$ cat config.mk
export PLATFORM = sky130hd
export DESIGN_NAME = button_conditioner
export DESIGN_NICKNAME = d
export VERILOG_FILES = /design/src/rtl/si_input_pkg.sv /design/src/rtl/debounce_channel.sv /design/src/rtl/button_conditioner.sv
export SDC_FILE = /design/constraint.sdc
export NUM_CORES = 1
export LEC_CHECK = 0
export BUFFER_PORTS_ARGS = -buffer_cell sky130_fd_sc_hd__buf_4
export CORE_MARGIN = 2
export CORE_UTILIZATION = 30
export DETAILED_ROUTE_END_ITERATION = 7
export HOLD_SLACK_MARGIN = 0.1
export PLACE_DENSITY = 0.44
export SLEW_MARGIN = 10
export SYNTH_ARGS = -nofsm -noshare
export SYNTH_HDL_FRONTEND = slang
export SYNTH_SLANG_ARGS = --single-unit
$ cat constraint.sdc
create_clock -name clk_36MHz -period 13.2 [get_ports clk_36MHz]
set_input_delay 1.98 -clock clk_36MHz [delete_from_list [all_inputs] [get_ports clk_36MHz]]
set_output_delay 1.98 -clock clk_36MHz [all_outputs]
set_load 0.03 [all_outputs]
$ cat src/rtl/si_input_pkg.sv
// Shared definitions for the push-button input front end: channel indices,
// the per-channel auto-repeat state encoding and default timing constants.
package si_input_pkg;

    // Channel index of each game-control button within the raw/level vectors
    localparam int BTN_LEFT  = 0;
    localparam int BTN_RIGHT = 1;
    localparam int BTN_SHOOT = 2;
    localparam int BTN_START = 3;

    // Default timing at 36 MHz: 10 ms debounce, 250 ms first repeat, 100 ms rate
    localparam int DEF_N_BUTTONS       = 4;
    localparam int DEF_DEBOUNCE_CYCLES = 360000;
    localparam int DEF_REPEAT_DELAY    = 9000000;
    localparam int DEF_REPEAT_RATE     = 3600000;

    // Auto-repeat state of one channel
    typedef enum logic [1:0] {
        IDLE   = 2'd0,
        DELAY  = 2'd1,
        REPEAT = 2'd2
    } rpt_state_e;

    // Larger of two integers, used to size the shared repeat counter
    function automatic int max_int(input int a, input int b);
        int r;
        if (a > b) begin
            r = a;
        end else begin
            r = b;
        end
        return r;
    endfunction

    // Counter width that is never zero, even for tiny terminal counts
    function automatic int cnt_width(input int n);
        int w;
        w = $clog2(n);
        if (w < 1) begin
            w = 1;
        end else begin
            w = w;
        end
        return w;
    endfunction

endpackage

$ cat src/rtl/debounce_channel.sv
// One button channel: two-flop synchronizer, debounce counter, press/release
// edge pulses and an optional auto-repeat FSM. All outputs are registered.
module debounce_channel
    import si_input_pkg::*;
#(
    parameter int DEBOUNCE_CYCLES = DEF_DEBOUNCE_CYCLES,
    parameter int REPEAT_DELAY    = DEF_REPEAT_DELAY,
    parameter int REPEAT_RATE     = DEF_REPEAT_RATE,
    parameter bit REPEAT_EN       = 1'b0
) (
    input  logic clk,
    input  logic reset,
    input  logic raw,
    output logic level,
    output logic press,
    output logic release_pulse
);

    localparam int CNT_W = cnt_width(DEBOUNCE_CYCLES);
    localparam int RPT_W = cnt_width(max_int(REPEAT_DELAY, REPEAT_RATE));

    localparam logic [CNT_W-1:0] CNT_LAST   = CNT_W'(DEBOUNCE_CYCLES - 1);
    localparam logic [RPT_W-1:0] DELAY_LAST = RPT_W'(REPEAT_DELAY - 1);
    localparam logic [RPT_W-1:0] RATE_LAST  = RPT_W'(REPEAT_RATE - 1);

    logic             s1_q, s2_q;
    logic             level_q, level_d;
    logic [CNT_W-1:0] cnt_q, cnt_d;
    logic             press_q, press_d;
    logic             release_q, release_d;
    rpt_state_e       state_q, state_d;
    logic [RPT_W-1:0] rpt_q, rpt_d;
    logic             rise_s, fall_s, fire_s;

    // Synchronizer, debounce state and output pulse registers
    always_ff @(posedge clk or posedge reset) begin
        if (reset) begin
            s1_q      <= 1'b0;
            s2_q      <= 1'b0;
            level_q   <= 1'b0;
            cnt_q     <= '0;
            press_q   <= 1'b0;
            release_q <= 1'b0;
        end else begin
            s1_q      <= raw;
            s2_q      <= s1_q;
            level_q   <= level_d;
            cnt_q     <= cnt_d;
            press_q   <= press_d;
            release_q <= release_d;
        end
    end

    // Debounce: any cycle of agreement restarts the count; a full run of disagreement flips level
    always_comb begin
        cnt_d   = cnt_q;
        level_d = level_q;
        if (s2_q == level_q) begin
            cnt_d = '0;
        end else if (cnt_q == CNT_LAST) begin
            level_d = ~level_q;
            cnt_d   = '0;
        end else begin
            cnt_d = cnt_q + {{(CNT_W-1){1'b0}}, 1'b1};
        end
    end

    assign rise_s = level_d & ~level_q;
    assign fall_s = ~level_d & level_q;

    // Repeat FSM state and interval counter
    always_ff @(posedge clk or posedge reset) begin
        if (reset) begin
            state_q <= IDLE;
            rpt_q   <= '0;
        end else begin
            state_q <= state_d;
            rpt_q   <= rpt_d;
        end
    end

    // Repeat FSM next state; a falling level wins over a repeat due in the same cycle
    always_comb begin
        state_d = state_q;
        rpt_d   = rpt_q;
        fire_s  = 1'b0;
        if (!REPEAT_EN) begin
            state_d = IDLE;
            rpt_d   = '0;
        end else if (fall_s) begin
            state_d = IDLE;
            rpt_d   = '0;
        end else begin
            case (state_q)
                IDLE: begin
                    if (rise_s) begin
                        state_d = DELAY;
                        rpt_d   = '0;
                    end else begin
                        state_d = IDLE;
                    end
                end
                DELAY: begin
                    if (rpt_q == DELAY_LAST) begin
                        state_d = REPEAT;
                        rpt_d   = '0;
                        fire_s  = 1'b1;
                    end else begin
                        rpt_d = rpt_q + {{(RPT_W-1){1'b0}}, 1'b1};
                    end
                end
                REPEAT: begin
                    if (rpt_q == RATE_LAST) begin
                        rpt_d  = '0;
                        fire_s = 1'b1;
                    end else begin
                        rpt_d = rpt_q + {{(RPT_W-1){1'b0}}, 1'b1};
                    end
                end
                default: begin
                    state_d = IDLE;
                    rpt_d   = '0;
                end
            endcase
        end
    end

    // Pulse outputs: press on accepted rise or repeat, release on accepted fall
    always_comb begin
        press_d   = rise_s | fire_s;
        release_d = fall_s;
    end

    assign level         = level_q;
    assign press         = press_q;
    assign release_pulse = release_q;

endmodule

$ cat src/rtl/button_conditioner.sv
// Game input front end: one debounce_channel per push button. The release
// pulse port is called release_pulse because release is a reserved word.
module button_conditioner
    import si_input_pkg::*;
#(
    parameter int                   N_BUTTONS       = DEF_N_BUTTONS,
    parameter int                   DEBOUNCE_CYCLES = DEF_DEBOUNCE_CYCLES,
    parameter int                   REPEAT_DELAY    = DEF_REPEAT_DELAY,
    parameter int                   REPEAT_RATE     = DEF_REPEAT_RATE,
    parameter logic [N_BUTTONS-1:0] REPEAT_MASK     = N_BUTTONS'(4'b0011)
) (
    input  logic                 clk_36MHz,
    input  logic                 reset,
    input  logic [N_BUTTONS-1:0] raw,
    output logic [N_BUTTONS-1:0] level,
    output logic [N_BUTTONS-1:0] press,
    output logic [N_BUTTONS-1:0] release_pulse
);

    for (genvar i = 0; i < N_BUTTONS; i++) begin : g_ch
        debounce_channel #(
            .DEBOUNCE_CYCLES(DEBOUNCE_CYCLES),
            .REPEAT_DELAY   (REPEAT_DELAY),
            .REPEAT_RATE    (REPEAT_RATE),
            .REPEAT_EN      (REPEAT_MASK[i])
        ) u_ch (
            .clk          (clk_36MHz),
            .reset        (reset),
            .raw          (raw[i]),
            .level        (level[i]),
            .press        (press[i]),
            .release_pulse(release_pulse[i])
        );
    end

endmodule

Word-level counts from Yosys, hierarchy flattened
Index checks and enable logic that the tools add are counted.
Storage, ports and cells
  register bits: 148
  input port bits: 6
  output and inout bits: 12
  word-level logic and storage cells: 120
Operators by class
  $add $sub $neg: 6
  eq/ne operators: 22
  mux-type cells: 42
  bitwise operators: 18
  reduce and logical (&&, ||, !) cells: 4
Operators by type and width (count)
  $mux W24: 8
  $mux W19: 8
  $pmux W24 S3: 2
  $add A19 B1 Y19 const B: 4
  $eq A19 B19 Y1 const B: 4
  $add A24 B1 Y24 const B: 2
  $eq A24 B22 Y1 const B: 2
  $eq A24 B24 Y1 const B: 2
  $mux W1: 16
  $ne A3 B1 Y1 const B: 4
  $pmux W2 S3: 2
  $and A1 B1 Y1: 8
  $mux W2: 4
  $not A1 Y1: 8
  $eq A1 B1 Y1: 4
  $eq A2 B1 Y1 const B: 2
  $eq A2 B2 Y1 const B: 2
  $logic_not A2 Y1: 2
  $ne A2 B1 Y1 const B: 2
  $pmux W1 S2: 2
  $reduce_and A2 Y1: 2
  $or A1 B1 Y1: 2

Logic depth before layout (Yosys ltp)
Gate-level depths: netlist of the first run.
  depth in word-level cells: 7
  depth in mapped cells: 9
  depth with buffers taken out: 7

By module
From an unflattened synthesis of the first run, not the netlist that was laid out.
Unflattened totals
  cell total of the unflattened synthesis: 830
  area total of the unflattened synthesis: 7922.6 um^2
Modules (own cells, without submodules)
  debounce_channel at g_ch[0].u_ch: times used 1, cells each 332, area each 2969.1 um^2
  debounce_channel at g_ch[1].u_ch: times used 1, cells each 286, area each 2723.9 um^2
  debounce_channel at g_ch[2].u_ch ...: times used 2, cells each 106, area each 1114.8 um^2

Worst setup path before layout of the first run
No wires, ideal clock.
  kind: register to output
  start point: reg g_ch[0].u_ch.level_q
  end point: out level[0]
  data arrival time: 0.584 ns
  required time: 11.220 ns
  path slack: 10.636 ns
  stages on the path, launching flop included: 2
  cell sequence: dfrtp_1 > buf_4
RTL lines
  start, declared: RTL line debounce_channel.sv:27  | logic level_q, level_d;
  start signal, assigned: RTL line debounce_channel.sv:47  | level_q <= level_d;
  end, declared: RTL line button_conditioner.sv:15  | output logic [N_BUTTONS-1:0] level,
No word-level cell between the ends.

Worst setup path after layout of the first run
  start point: reg g_ch[1].u_ch.level_q
  end point: out level[1]
RTL lines (RTL line)
  start, declared: debounce_channel.sv:27
  start signal, assigned: debounce_channel.sv:47
No word-level cell between the ends.

==> qor.yml, run 1 <==
run_status:
  status: "finished clean"
sta:
  setup_viol: 0
  max_clock_freq_ghz: 0.326
  timing.final.crit_period_ns: 3.07
  finalClockSkew_ns: 0.00966
  slew_viol_final: 0
  rsz0062_at_grt: "no"
  tightest_slew_ns: 0.963
  fin_tns_setup_ns: 0
  hold_viol: 0
  slew_headroom: 0.358
  fin_crit_sh: 0.232
place:
  io_buffers: 17
  placed_cells: 1119
  dpl.hpwl_mm: 10.4
  gp_congestion: 0.736
synth:
  yosysSeqAreaShare: 0.488
  ys.flop_type: "dfrtp_1"
  synthAdderAreaFrac: 0.0198
  synthDistinctLibCells: 58
  synth_nets: 825
  synth_simple_gate_area_frac: 0.286
  synth_top_area_share: 0.488
  synth_area_um2: 7590
  yosys_warnings: 0
  yosys-top-cells-area: "dfrtp_1, nand3_1, nor2_1"
  syn_area_per_cell_um2: 9.41
  synthXorXnorAreaFrac: 0.0877
  synth_top_family_by_area: "simple AND/OR/NAND/NOR gates"
  synth_seq_cells: 148
  synth-compound-area-share: 0.0732
  synthCells: 807
  yosysTopAreaCell: "dfrtp_1"
  async_flop_share: 1.00
  synth_edf_count: 0
  synthMuxAreaShare: 0.00873
pwr:
  power_leakage_nw: 3.47
  powerDensity_nw_per_um2: 111
  power.total_w: 0.000945
  irDropWorstVdd_mv: 0.0670
setup_path:
  end_kind: "primary output"
  critPathMaxStageDelay_ns: 0.46
  worst-endpoint-arrival_ns: 1.09
  cp_max_fo: 6
  slowest_stage: "dfrtp_1"
  critical_path_buf_inv_count: 1
  cp_num_cells: 1
  cp.required_ns: 11.22
  timing_worst_setup_path_type: "reg2out"
  reg2reg_slack_ns: 10.43
  r2r_cells: 5
  critPathTopFamily: "flip-flops"
  crit_path_start_kind: "register"
  path_cells: "buf_4"
clock_network:
  ctsHoldBuffers: 0
  cts_tree: "built"
  cts_buffers: 17
  clock_sinks: 148
  clock_path_buffers: 2
  clkLatencyLatePin_ns: 0.42
  root_buffer: "clkbuf_16"
  clk_pin_slew_worst_paths_ns: 0.06
  cts_setup_buffers: 0
  htree_num_levels: 4
  cts_resized: 0
route:
  viasPerCell: 4.85
  drc: 0
  drtIter0Drc: 330
  ant_nets: 0
  routed_wl_mm: 15.8
  dr_total_vias: 5583
  post_drt_wl_per_cell_um: 13.8
  drt_first_pass_iters: 5
global_routing:
  grt_overflow_total: 0
  grt_pass1_vias: 5568
  antenna_found_initial: 0
  track_usage: 0.129
  grt_max_degree: 93
  grt_pass1_wl_mm: 27.9
floorplanning:
  chipWidth_um: 163
  std_cell_rows: 58
  io_pins: 18
  fp.dieH_um: 163
  coreArea_um2: 25000
  die_area_um2: 26600
  start_util: 0.303
finish:
  post-route-util: 0.341
  fillerInstances: 2608
  fin_cells: 1151
  antenna_cells: 0
  syn2layout_area_growth_pct: 12.4
  drive_gt1_frac: 0.0889
  nNetsFinal: 826
min_path:
  hp-class: "reg2reg"
  hold_depth: 0
run:
  maxCapViolCount: 0
-- Yosys cell counts, drive strengths merged (16+ instances only) --
library cell,count
and3,16
buf,16
clkbuf,22
dfrtp,148
inv,23
nand2,92
nand3,93
nand4,25
nor2,107
nor3,18
or3,21
xnor2,36
xor2,40
-- metal layers --
layer / share of wire / routed length, µm / vias up / GRT usage
met5: 0 / 0 / - / 0
met4: 0.0087 / 138 / 0 / 0.0386
met3: 0.020 / 309 / 6 / 0.0269
met2: 0.45 / 7110 / 30 / 0.201
met1: 0.52 / 8270 / 2700 / 0.182
li1: - / - / 2847 / -
-- path summary, 6_finish.rpt --
kind                                         from                endpoint
setup / recovery               g_ch[1].u_ch.level                level[1]
hold / removal                  g_ch[2].u_ch.s1_q       g_ch[2].u_ch.s2_q
setup reg to reg           g_ch[0].u_ch.rpt_q[18]   g_ch[0].u_ch.rpt_q[5]
hold reg to reg                 g_ch[2].u_ch.s1_q       g_ch[2].u_ch.s2_q
max in group asynchronous                   reset  g_ch[3].u_ch.cnt_q[11]
min in group asynchronous                   reset       g_ch[2].u_ch.s1_q
-- report_power, final --
part           switching, W  leakage [nW]  internal, W
registers        0.00000418          2.04     0.000458
clock network      0.000193         0.273     0.000270
logic             0.0000158          1.16   0.00000486
total              0.000213          3.47     0.000733
-- stage by stage --
| stage | hold WS, ns | cell area [µm²] | setup WS, ns |
|---|---|---|---|
| after detailed placement | 0.336 | 7970 | 9.61 |
| after CTS | 0.350 | 8530 | 10.06 |
| after floorplan | 0.331 | 7590 | 7.24 |
| after global routing | 0.352 | 8530 | 9.87 |
| final | 0.347 | 8530 | 10.13 |
| after global placement | 0.336 | 7970 | 9.61 |
-- cells in the final DEF (no fill, tap or decap), drive strengths merged, types with 5 or more instances in the layout --
cell and count:
and3 16, clkbuf 21, mux2 5, nand3 93, ha 12, nor3 18
nor2 107, nand2 92, buf 20, o21ai 15, nand4 25, xnor2 36
o211ai 11, xor2 40, o311ai 12, or3 21, inv 24, nor4 12
nor3b 5, or4b 5, clkinv 7, or4 5, a21oi 5, or2 7
dfrtp 148
-- state kept, by name, summed over array words and instances, names as in the netlist --
register,cells
g_ch.u_ch.cnt_q,76
g_ch.u_ch.rpt_q,48
g_ch.u_ch.level,4
g_ch.u_ch.press,4
g_ch.u_ch.release_pulse,4
g_ch.u_ch.s1_q,4
g_ch.u_ch.s2_q,4
g_ch.u_ch.state_q,4
-- logic make-up after synthesis --
group / Yosys count
AND/OR/NAND/NOR: 433
flip-flops: 148
XOR/XNOR: 76
AO/OA/AOI/OAI: 71
buffers and inverters: 61
adder cells (fa/ha/maj): 12
multiplexers: 6
-- layout make-up --
| class | count | area (µm²) | area share |
|---|---|---|---|
| clock inverters | 11 | 104 | 0.0122 |
| inverters | 23 | 91.3 | 0.0107 |
| well taps | 330 | 413 | 0.0484 |
| clock buffers | 21 | 460 | 0.0540 |
| flip-flops and latches | 148 | 3700 | 0.434 |
| multi-input cells | 598 | 3610 | 0.423 |
| repair buffers | 20 | 150 | 0.0176 |
Note: power is estimated with default switching activity, not from simulation.
==> run 2, diff against run 1 <==
- clock period: 13.2 -> 2.85 ns (I/O delays scaled with it)
==> qor.yml, run 2 (synthesis results as in run 1) <==
setup_path:
  critPathMaxStageDelay_ns: 0.71  # +0.25 ns
  worst-endpoint-arrival_ns: 2.90  # +1.81 ns
  reg2reg_slack_ns: 0.25  # -10.18 ns
  crit_end: "g_ch[0].u_ch.rpt_q[5]"
  r2r_cells: 7  # +2
  end_kind: "register"
  timing_worst_setup_path_type: "reg2reg"
  reg2reg_from: "g_ch[0].u_ch.rpt_q[20]"
  slowest_stage: "or4b_2"
  cp_max_fo: 14  # +8
  cp.required_ns: 3.15  # -8.07 ns
  crit_path_start_kind: "register"
  reg2reg_to: "g_ch[0].u_ch.rpt_q[5]"
  startpoint: "g_ch[0].u_ch.rpt_q[20]"
  path_cells: "or4b_2 > nor4_2 > a21oi_1 > o211ai_1 > buf_12 > nor4_1 > a221o_1"
global_routing:
  grt_overflow_total: 0  # unchanged
  grt_max_degree: 73  # -22%
  grt_pass1_vias: 5696  # +2.3%
  grt_pass1_wl_mm: 28.7  # +2.8%
  track_usage: 0.134  # +0.00431
  antenna_found_initial: 0  # unchanged
sta:
  rsz0062_at_grt: "no"
  hold_viol: 0  # unchanged
  finalClockSkew_ns: 0.00882  # -0.000841 ns
  fin_crit_sh: 0.913
  slew_viol_final: 0  # unchanged
  fin_tns_setup_ns: 0  # unchanged
  fin_ws_ns: 0.249  # -9.89 ns
  max_clock_freq_ghz: 0.384
  tightest_slew_ns: 0.643  # -0.320 ns
  timing.final.crit_period_ns: 2.60
  setup_viol: 0  # unchanged
  slew_headroom: 0.572  # +0.214
finish:
  stdcell_area_um2: 8810  # +3.3%
  post-route-util: 0.352  # +0.0113
  largest_reg_flops: 76  # unchanged
  reg.largest.list: "g_ch.u_ch.cnt_q: 76 flops, g_ch.u_ch.rpt_q: 48 flops"
  fillerInstances: 2585  # -0.88%
  nNetsFinal: 858  # +3.9%
  syn2layout_area_growth_pct: 16.1
  antenna_cells: 0  # unchanged
  final_cell_mix: "dfrtp_1, nor2_1, nand3_1"
  drive_gt1_frac: 0.118  # +0.0295
  largest-register: "g_ch.u_ch.cnt_q"
  final_common_cell: "dfrtp_1"
pwr:
  clkPwrFrac: 0.488  # about the same
  power.total_w: 0.00439  # +360%
  p_seq_frac: 0.488  # about the same
  switching_power_w: 0.00103  # +380%
  power_leakage_nw: 3.63  # +4.7%
  power_frac_comb: 0.024  # +0.002
  p_sw_frac: 0.234  # +0.00882
  powerDensity_nw_per_um2: 498  # +350%
  irDropWorstVdd_mv: 0.365  # +450%
  intPower_w: 0.00336  # +360%
route:
  dr_total_vias: 5759  # +3.2%
  routed_wl_mm: 16.5  # +4.0%
  viasPerCell: 4.87  # +0.36%
  ant_nets: 0  # unchanged
  post_drt_wl_per_cell_um: 13.9  # +1.2%
  drtIter0Drc: 315  # -4.5%
  drc: 0  # unchanged
  drt_first_pass_iters: 5  # unchanged
run_status:
  status: "finished clean"
clock_network:
  htree_num_levels: 4  # unchanged
  clkLatencyLatePin_ns: 0.42  # about the same
  cts_buffers: 17  # unchanged
  root_buffer: "clkbuf_16"
  clock_sinks: 148  # unchanged
  clk_pin_slew_worst_paths_ns: 0.06  # about the same
  cts_tree: "built"
  ctsHoldBuffers: 5  # +5
  cts_resized: 0  # unchanged
  cts_setup_buffers: 0  # unchanged
  clock_path_buffers: 2  # unchanged
place:
  place_area_um2: 8210  # +3.0%
  gp_congestion: 0.738  # +0.23%
  io_buffers: 17  # unchanged
  dpl.hpwl_mm: 11.1  # +7.3%
  pre_cts_ws_ns: 0.247  # -9.36 ns
floorplanning:
  coreArea_um2: 25000  # unchanged
  io_pins: 18  # unchanged
  start_util: 0.303  # unchanged
  fp.dieH_um: 163  # unchanged
  chipWidth_um: 163  # unchanged
  std_cell_rows: 58  # unchanged
  die_area_um2: 26600  # unchanged
min_path:
  hp-class: "reg2reg"
run:
  maxCapViolCount: 0  # unchanged
==> run 2: cell count changes in the layout (fill, tap and decap cells not counted), sizes merged <==
cell,before,now
clkinv,7,6
inv,24,26
buf,20,47
dlygate4sd3,0,5
clkinvlp,2,4
clkbuf,21,18
==> run 2: layout make-up <==
| class | instances | area (µm²) | share of cell area |
|---|---|---|---|
| clock buffer | 18 | 429 | 0.0487 |
| clock inverter | 14 | 129 | 0.0146 |
| inverter | 23 | 90.1 | 0.0102 |
| multi-input combinational | 598 | 3610 | 0.410 |
| sequential | 148 | 3700 | 0.420 |
| tap | 330 | 413 | 0.0468 |
| timing repair buffer | 52 | 440 | 0.0500 |
==> run 2: power by group through the flow <==
| stage | combinational [W] | sequential [W] | clock (W) |
|---|---|---|---|
| after floorplan | 0.0000706 | 0.00217 | 0 |
| after global placement | 0.000108 | 0.00218 | 0 |
| final | 0.000106 | 0.00214 | 0.00214 |
| after global routing | 0.000127 | 0.00214 | 0.00233 |
| after detailed placement | 0.000108 | 0.00218 | 0 |
| after CTS | 0.000114 | 0.00214 | 0.00223 |
==> run 2: metrics by stage <==
step,hold slack (ns),instances
global route,0.371,1183
detailed placement,0.342,1146
finish,0.355,1183
global placement,0.333,1146
floorplan,0.331,807
CTS,0.356,1183
==> run 2: how the worst min path moves through the flow <==
stage                                  from  slack, ns  cells past startpoint           endpoint
final                     g_ch[0].u_ch.s1_q       0.36                      0  g_ch[0].u_ch.s2_q
after global routing      g_ch[0].u_ch.s1_q       0.37                      0  g_ch[0].u_ch.s2_q
after CTS                 g_ch[0].u_ch.s1_q       0.36                      0  g_ch[0].u_ch.s2_q
after detailed placement  g_ch[0].u_ch.s1_q       0.34                      0  g_ch[0].u_ch.s2_q
after global placement    g_ch[2].u_ch.s1_q       0.33                      0  g_ch[2].u_ch.s2_q
after floorplan           g_ch[0].u_ch.s1_q       0.33                      0  g_ch[0].u_ch.s2_q
==> run 2: critical path: cells and delay by family (launching register included) <==
| family | cells | cell delay [ns] |
|---|---|---|
| AND/OR/NAND/NOR | 3 | 1.14 |
| AO/OA/AOI/OAI | 3 | 0.75 |
| flip-flops | 1 | 0.42 |
| buffers and inverters | 1 | 0.18 |
==> run 2: layer usage <==
metal  vias up  global-route usage  wire (µm)
li1       2903                   -          -
met1      2786               0.186       8520
met4         0              0.0418        169
met5         -                   0          0
met3        12              0.0292        375
met2        58               0.208       7410
